==> config.mk <==
export PLATFORM = sky130hd
export DESIGN_NAME = ref_scheduler_flat
export DESIGN_NICKNAME = d
export VERILOG_FILES = /design/src/rtl/ref_sched_pkg.sv /design/src/rtl/ref_scheduler_if.sv /design/src/rtl/tick_gen.sv /design/src/rtl/ref_scheduler.sv /design/src/flat_wrapper.sv
export SDC_FILE = /design/constraint.sdc
export NUM_CORES = 1
export LEC_CHECK = 0
export ABC_CLOCK_PERIOD_IN_PS = 13670
export CORE_UTILIZATION = 43
export CTS_CLUSTER_SIZE = 16
export DETAILED_ROUTE_END_ITERATION = 10
export GPL_TIMING_DRIVEN = 0
export PLACE_DENSITY_LB_ADDON = 0.05
export REMOVE_ABC_BUFFERS = 1
export SLEW_MARGIN = 10
export SYNTH_ARGS = -nofsm -noshare
export SYNTH_HDL_FRONTEND = slang
export SYNTH_HIERARCHICAL = 1
export SYNTH_SLANG_ARGS = --single-unit
==> constraint.sdc <==
create_clock -name clk -period 13.67 [get_ports clk]
set_input_delay 2.0505 -clock clk [delete_from_list [all_inputs] [get_ports clk]]
set_output_delay 2.0505 -clock clk [all_outputs]
set_load 0.005 [all_outputs]
==> src/rtl/ref_sched_pkg.sv <==
// Shared definitions for the reference scheduler: FSM encoding, default
// parameters and the clamped step helper used by the ramp datapath.
package ref_sched_pkg;

  typedef enum logic {
    IDLE = 1'b0,
    RAMP = 1'b1
  } state_e;

  localparam int unsigned DEF_STEP     = 4;
  localparam int unsigned DEF_TICK_DIV = 50000;

  // Move cur toward tgt by at most step; lands exactly on tgt, never overshoots.
  function automatic logic [7:0] step_toward(input logic [7:0] cur,
                                             input logic [7:0] tgt,
                                             input logic [7:0] step);
    logic [7:0] diff;
    if (tgt > cur) begin
      diff = tgt - cur;
      return (diff > step) ? cur + step : tgt;
    end else begin
      diff = cur - tgt;
      return (diff > step) ? cur - step : tgt;
    end
  endfunction

endpackage

==> src/rtl/ref_scheduler_if.sv <==
// Request/grant and servo-load signals of the reference scheduler.
interface ref_scheduler_if;

  logic       req_a;
  logic [7:0] ref_a;
  logic       req_b;
  logic [7:0] ref_b;
  logic       gnt_a;
  logic       gnt_b;
  logic       enviar;
  logic [7:0] ref_out;
  logic       busy;

  modport master (
    output req_a, ref_a, req_b, ref_b,
    input  gnt_a, gnt_b, enviar, ref_out, busy
  );

  modport slave (
    input  req_a, ref_a, req_b, ref_b,
    output gnt_a, gnt_b, enviar, ref_out, busy
  );

endinterface

==> src/rtl/tick_gen.sv <==
// Free-running divider: tick is high for one cycle every TICK_DIV clocks.
module tick_gen
  import ref_sched_pkg::*;
#(
  parameter int unsigned TICK_DIV = DEF_TICK_DIV
) (
  input  logic clk,
  input  logic rst,
  output logic tick
);

  localparam logic [15:0] LAST = 16'(TICK_DIV - 1);

  logic [15:0] cnt_q, cnt_d;

  always_comb begin
    cnt_d = (cnt_q == LAST) ? 16'd0 : cnt_q + 16'd1;
  end

  always_ff @(posedge clk or negedge rst) begin
    if (!rst) cnt_q <= 16'd0;
    else      cnt_q <= cnt_d;
  end

  assign tick = (cnt_q == LAST);

endmodule

==> src/rtl/ref_scheduler.sv <==
// Two-requester reference scheduler: round-robin arbiter picks a target and
// the FSM ramps the servo reference toward it by at most STEP per tick.
module ref_scheduler
  import ref_sched_pkg::*;
#(
  parameter int unsigned STEP     = DEF_STEP,
  parameter int unsigned TICK_DIV = DEF_TICK_DIV
) (
  input  logic            clk,
  input  logic            rst,
  ref_scheduler_if.slave  bus
);

  localparam logic [7:0] STEP_B = 8'(STEP);

  logic tick;

  tick_gen #(.TICK_DIV(TICK_DIV)) u_tick_gen (
    .clk  (clk),
    .rst  (rst),
    .tick (tick)
  );

  state_e     state_q, state_d;
  logic [7:0] cur_q, cur_d;
  logic [7:0] tgt_q, tgt_d;
  logic [7:0] ref_out_q, ref_out_d;
  logic       gnt_a_q, gnt_a_d;
  logic       gnt_b_q, gnt_b_d;
  logic       enviar_q, enviar_d;
  logic       prio_a_q, prio_a_d;
  logic       elig_a, elig_b;

  always_comb begin
    state_d   = state_q;
    cur_d     = cur_q;
    tgt_d     = tgt_q;
    ref_out_d = ref_out_q;
    enviar_d  = 1'b0;
    prio_a_d  = prio_a_q;

    // A requester whose grant is still on the bus has already been served.
    elig_a  = bus.req_a & ~gnt_a_q;
    elig_b  = bus.req_b & ~gnt_b_q;
    gnt_a_d = elig_a & (~elig_b | prio_a_q);
    gnt_b_d = elig_b & ~gnt_a_d;

    if (gnt_a_d) begin
      tgt_d    = bus.ref_a;
      prio_a_d = 1'b0;
    end else if (gnt_b_d) begin
      tgt_d    = bus.ref_b;
      prio_a_d = 1'b1;
    end

    // A grant landing on the tick edge is stepped toward immediately.
    if (tick && (tgt_d != cur_q)) begin
      cur_d     = step_toward(cur_q, tgt_d, STEP_B);
      enviar_d  = 1'b1;
      ref_out_d = cur_d;
    end

    case (state_q)
      IDLE:    if (tgt_d != cur_d) state_d = RAMP;
      RAMP:    if (tgt_d == cur_d) state_d = IDLE;
      default: state_d = IDLE;
    endcase
  end

  always_ff @(posedge clk or negedge rst) begin
    if (!rst) begin
      state_q   <= IDLE;
      cur_q     <= 8'd0;
      tgt_q     <= 8'd0;
      ref_out_q <= 8'd0;
      gnt_a_q   <= 1'b0;
      gnt_b_q   <= 1'b0;
      enviar_q  <= 1'b0;
      prio_a_q  <= 1'b1;
    end else begin
      state_q   <= state_d;
      cur_q     <= cur_d;
      tgt_q     <= tgt_d;
      ref_out_q <= ref_out_d;
      gnt_a_q   <= gnt_a_d;
      gnt_b_q   <= gnt_b_d;
      enviar_q  <= enviar_d;
      prio_a_q  <= prio_a_d;
    end
  end

  assign bus.gnt_a   = gnt_a_q;
  assign bus.gnt_b   = gnt_b_q;
  assign bus.enviar  = enviar_q;
  assign bus.ref_out = ref_out_q;
  assign bus.busy    = (state_q == RAMP);

endmodule

==> src/flat_wrapper.sv <==
// flat-port wrapper written by rule: the top's interface ports become plain ports
module ref_scheduler_flat import ref_sched_pkg::*;
#(
  parameter int unsigned STEP     = DEF_STEP,
  parameter int unsigned TICK_DIV = DEF_TICK_DIV
)
  (clk, rst, bus_req_a, bus_ref_a, bus_req_b, bus_ref_b, bus_gnt_a, bus_gnt_b, bus_enviar, bus_ref_out, bus_busy);
  ref_scheduler_if bus_i ();
  input  logic clk;
  input  logic rst;
  input wire logic [$bits(bus_i.req_a)-1:0] bus_req_a;
  input wire logic [$bits(bus_i.ref_a)-1:0] bus_ref_a;
  input wire logic [$bits(bus_i.req_b)-1:0] bus_req_b;
  input wire logic [$bits(bus_i.ref_b)-1:0] bus_ref_b;
  output wire logic [$bits(bus_i.gnt_a)-1:0] bus_gnt_a;
  output wire logic [$bits(bus_i.gnt_b)-1:0] bus_gnt_b;
  output wire logic [$bits(bus_i.enviar)-1:0] bus_enviar;
  output wire logic [$bits(bus_i.ref_out)-1:0] bus_ref_out;
  output wire logic [$bits(bus_i.busy)-1:0] bus_busy;
  assign bus_i.req_a = bus_req_a;
  assign bus_i.ref_a = bus_ref_a;
  assign bus_i.req_b = bus_req_b;
  assign bus_i.ref_b = bus_ref_b;
  assign bus_gnt_a = bus_i.gnt_a;
  assign bus_gnt_b = bus_i.gnt_b;
  assign bus_enviar = bus_i.enviar;
  assign bus_ref_out = bus_i.ref_out;
  assign bus_busy = bus_i.busy;
  ref_scheduler #(.STEP(STEP), .TICK_DIV(TICK_DIV)) u_core (.clk(clk), .rst(rst), .bus(bus_i));
endmodule
; ---- Word-level counts from Yosys, hierarchy flattened
; Index checks and enable logic that the tools add are counted.
[op_classes]
addsub = 5
n_lt_le_gt_ge = 3
eq_ne = 4
muxes = 13
bitwise = 10
n_reduce_logical = 2
[ops]
columns = op, count
row1 = 8-bit 2-to-1 mux, 6
row2 = 16-bit by 1-bit adder with 16-bit output (second input constant), 1
row3 = 16-bit == test (second input constant), 1
row4 = 8-bit by 3-bit > comparator with 1-bit output (second input constant), 2
row5 = 16-bit 2-to-1 mux, 1
row6 = 8-bit != test, 2
row7 = 8-bit subtractor, 2
row8 = 8-bit by 3-bit adder with 8-bit output (second input constant), 1
row9 = 8-bit == test, 1
row10 = 8-bit > comparator, 1
row11 = 8-bit by 3-bit subtractor with 8-bit output (second input constant), 1
row12 = 1-bit 2-to-1 mux, 5
row13 = 1-bit NOT, 5
row14 = 1-bit bitwise AND, 4
row15 = 1-bit case mux with 2 select lines, 1
row16 = 2-bit nonzero test, 1
row17 = 1-bit logical AND, 1
row18 = 1-bit OR, 1
[totals]
register_bits = 45
inputBits = 20
output_inout_bits = 12
word_cells = 46

; ---- Depth between registers and ports, before layout
[depth]
ltp_word = 17
depth_mapped = 19
ltp_nobuf = 18

; ---- By module
; Netlist, hierarchy kept.
[by_module_without_submodules]
columns = mod, n_inst, cells_each, area_per_inst_um2, seq_area_each_um2
row1 = ref_scheduler, 1, 302, 2454.9, 726.9
row2 = tick_gen, 1, 67, 762.0, 400.4

; ---- Worst setup path after synthesis
; OpenSTA, ideal clock, no wires.
[synth_timing]
path_type = input-to-reg
from = input bus_req_b
to = register u_core.state_q (netlist: u_core/bus.busy)
setup_time_ns = 0.138
arrival_ns = 5.888
required_time_ns = 13.532
slack_ns = 7.643
stages = 19
n_path_buf = 2
path_cell_list = nor2b_1 buf_2 or3_1 o221a_2 inv_1 ha_1 inv_1 fa_1 a21o_1 a21oi_1 xnor2_1 a2111oi_0 a21oi_1 clkbuf_1 a21oi_1 o22a_1 o22ai_1 or4_1 or4_1
[synth_between]
elab_chain_len = 16
elab_cells_between_ends = 24
cone_classes = 2 x add/sub / 3 x order compare / 3 x eq/ne / 9 x mux / 6 x bitwise / 1 x reduce/logical
[synth_rtl]
columns = item, line_no
row1 = from (decl), flat_wrapper.sv:13  ; input wire logic [$bits(bus_i.req_b)-1:0] bus_req_b;
row2 = 1-bit bitwise AND *, ref_scheduler.sv:44  ; elig_b = bus.req_b & ~gnt_b_q;
row3 = 1-bit NOT, ref_scheduler.sv:45  ; gnt_a_d = elig_a & (~elig_b | prio_a_q);
row4 = 1-bit OR, ref_scheduler.sv:45
row5 = 1-bit bitwise AND, ref_scheduler.sv:45
row6 = 1-bit NOT, ref_scheduler.sv:46  ; gnt_b_d = elig_b & ~gnt_a_d;
row7 = 1-bit bitwise AND, ref_scheduler.sv:46
row8 = 8-bit 2-to-1 mux, ref_scheduler.sv:51  ; end else if (gnt_b_d) begin
row9 = 8-bit 2-to-1 mux *, ref_scheduler.sv:48  ; if (gnt_a_d) begin
row10 = net u_core.tgt_d[0], ref_scheduler.sv:26  ; logic [7:0] tgt_q, tgt_d;
row11 = (+1 left out), -
row12 = "8-bit by 3-bit > comparator with 1-bit output, on equally long branches", "ref_sched_pkg.sv:23, ref_sched_pkg.sv:20"
row13 = "8-bit 2-to-1 mux, on equally long branches", "ref_sched_pkg.sv:23, ref_sched_pkg.sv:20"
row14 = 8-bit 2-to-1 mux, ref_sched_pkg.sv:18  ; if (tgt > cur) begin
row15 = 8-bit 2-to-1 mux, ref_scheduler.sv:57  ; if (tick && (tgt_d != cur_q)) begin
row16 = 8-bit == test / 8-bit != test (equally long branches), "ref_scheduler.sv:65, ref_scheduler.sv:64"
row17 = "1-bit 2-to-1 mux, on equally long branches", "ref_scheduler.sv:65, ref_scheduler.sv:64"
row18 = 1-bit case mux with 2 select lines *, ref_scheduler.sv:63  ; case (state_q)
row19 = net u_core.state_d, ref_scheduler.sv:24  ; state_e state_q, state_d;
row20 = to (signal assigned), ref_scheduler.sv:81  ; state_q <= state_d;
row21 = to (decl), ref_scheduler.sv:24
; Mark *: on every way through the listed nets, which the timed path passes. The rest lies on a longest branch.
; A chain may end at the register's enable or synchronous reset.

; ---- Worst setup path after layout
; Ends and elaborated chain as after synthesis.

==> run metrics <==
status finished, final reports clean; vias in the first global route 2625; Yosys reg bits 45; Yosys cell types 74; CP Class input pin to flip-flop; final core utilization 0.509; synth top area cells dfrtp_1 (34%), ha_1 (5.4%), nand2_1 (4.2%), nor2_1 (3.6%), xnor2_1 (3.3%); initial antenna violation count 0; drt drc 0; H-tree Lvls 2; io pins 32; Compound-Gate Fraction of Synth Area 0.217; Post-DRT Antenna Nets 0; Synth area leader dfrtp_1; Slew Limit Fails 0; Fmax 0.123 GHz; Initial Util 0.444; Num CTS Buffers 5; gr ovfl total 0; Worst Clk Skew 3.08 ps; TritonCTS clock tree built; leakage 0.00158 uW; CTS Buffer Depth 2; clock root buffer clkbuf_8; Slew HR 0.357; Post-Synth Simple-Gate Area 0.234; data required time of the worst path 13840 ps; min cycle time layout 8160 ps; most frequent cell after synthesis dfrtp_1; Syn Area/Cell 8.72 um2; CP max FO 28; sequential cell area fraction in the yosys report 0.350; RSZ-0062 raised after global routing false; worst slew pin tran 963 ps; via count 2826; largest family of logic cells by synthesized area simple AND/OR/NAND/NOR gates; total setup buffers inserted after CTS 0; Sink Count 45; # rows 31; HP Class flip-flop to flip-flop; die height 88.5 um; CTS Hold Buffers Added 0; startpoint type of the worst setup path input pin; total routed wirelength 8.03 mm; Synth Cell Area 3220 um2; setup tns final 0 ps; vias per cell 5.73; Tot GR Track Use 0.219; Hold Fails Final Rpt 0; layout cells sized above 1 0.0761; drt initial violations 112; crit path capture type flip-flop; Top FF cell, synth dfrtp_1; Syn Inst Count 369; post-synthesis adder-cell area fraction 0.0607; wire per inst 16.3 um; largest net degree at the start of global routing 29; first-pass GRT wire length 13.1 mm; top cells by count, synth dfrtp_1 (44), nand2_1 (36), nor2_1 (31); CORE AREA 7250 um2; post-synth top area share 0.342; Synth Area in XOR/XNOR 0.0572; asr flop ratio synth 1.00; ANT cells 0; Die ar. 7830 um2; # nets final 428; Setup-failing EPs final 0; final cycle utilization of the critical path 0.597; number of synthesized flops with an enable pin 0; number of port buffers 31; Max VDD drop 0.0382 mV; Crit path arrival time 8330 ps; first-pass detailed-route iteration total 5; Worst-Skew Late Latency 300 ps; pwr dens 107 nW/um2; die width 88.5 um; Max Cap Viol 0; clk slew on worst S/H paths 90 ps; routability congestion estimate 0.849; CTS resizes 0; synth warn 6; mux cell area share after synthesis 0.0202; Area growth, synth to finish 14.8%; HPWL Detailed 5.96 mm
## layout by cell type, fill, tap and decap left out, types with 9 or more instances in the layout
cell             netlist  routed
clkdlybuf4s50_1        0      30
nand2_1               36      36
xor2_1                 9       9
ha_1                  14      14
inv_1                 27      27
a21oi_1               19      19
nand3_1               12      12
dfrtp_1               44      44
nor2_1                31      31
xnor2_1               12      12
o21ai_0               14      13
## per-stage QoR
step           hold slack, ps  std cells  worst slack, ps  area [um2]  power, uW
4_1_cts                   490        493             5660        3690        398
5_1_grt                   505        493             5100        3690        421
3_3_place_gp              462        483             5130        3570        302
6_report                  480        493             5510        3690        395
2_1_floorplan             448        353             7000        3140        261
3_5_place_dp              468        485             5380        3600        307
## state kept, by name, summed over array words and instances (netlist names)
signal and count:
u_core/u_tick_gen/cnt_q 16, u_core/bus.enviar 1, u_core/bus.gnt_a 1, u_core/cur_q 8, u_core/prio_a_q 1, u_core/bus.ref_out 8, u_core/bus.gnt_b 1, u_core/bus.busy 1
u_core/tgt_q 8
## power breakdown
group,total (uW),switching [uW],internal (uW)
logic,161,97.5,63.3
clock network,88.7,47.7,41.1
registers,146,4.21,142
## routing by layer
metal	GRT usage	routed length [um]
met1	0.309	3760
met2	0.348	3630
met3	0.0243	539
met4	0.0806	102
met5	0	0
## worst max-delay path: stages
cell,delay [ps]
clkdlybuf4s50_1,540
nor2b_1,790
mux2i_1,260
nor2_1,50
a21oi_1,490
inv_1,240
ha_1,500
nand4_1,140
or3_1,450
nand2_2,450
inv_1,420
a21oi_1,320
a32o_1,210
mux2i_1,70
a211oi_1,270
o22ai_1,100
or4_1,440
or4_1,530
## cell type report
type | count | area (um2)
tap | 99 | 124
inverter | 30 | 115
sequential | 45 | 1130
fill | 743 | 3560
clock buffer | 6 | 82.6
timing repair buffer | 33 | 333
clock inverter | 2 | 13.8
multi-input combinational | 278 | 1900
## kinds of logic (layout without fill, tap and decap cells)
group / after synthesis / after routing
AO/OA/AOI/OAI: 97 / 97
adder cells (fa/ha/maj): 15 / 15
XOR/XNOR: 21 / 21
AND/OR/NAND/NOR: 139 / 139
multiplexers: 6 / 6
buffers and inverters: 46 / 71
flip-flops: 45 / 45
## final timing paths
path	to	depth (start not counted)	slack, ps	from
max reg2reg	u_core/bus.busy$_DFF_PN0_	17	7380	u_core/bus.gnt_b$_DFF_PN0_
min	u_core/bus.ref_out[0]$_DFFE_PN0P_	2	480	u_core/bus.ref_out[0]$_DFFE_PN0P_
min in group asynchronous	u_core/u_tick_gen/cnt_q[11]$_DFF_PN0_	1	1710	rst
max	u_core/bus.busy$_DFF_PN0_	18	5510	bus_req_b
min reg2reg	u_core/bus.ref_out[0]$_DFFE_PN0P_	2	480	u_core/bus.ref_out[0]$_DFFE_PN0P_
max in group asynchronous	u_core/cur_q[5]$_DFF_PN0_	2	11460	rst
No activity file was read; power rests on OpenSTA's default activity.
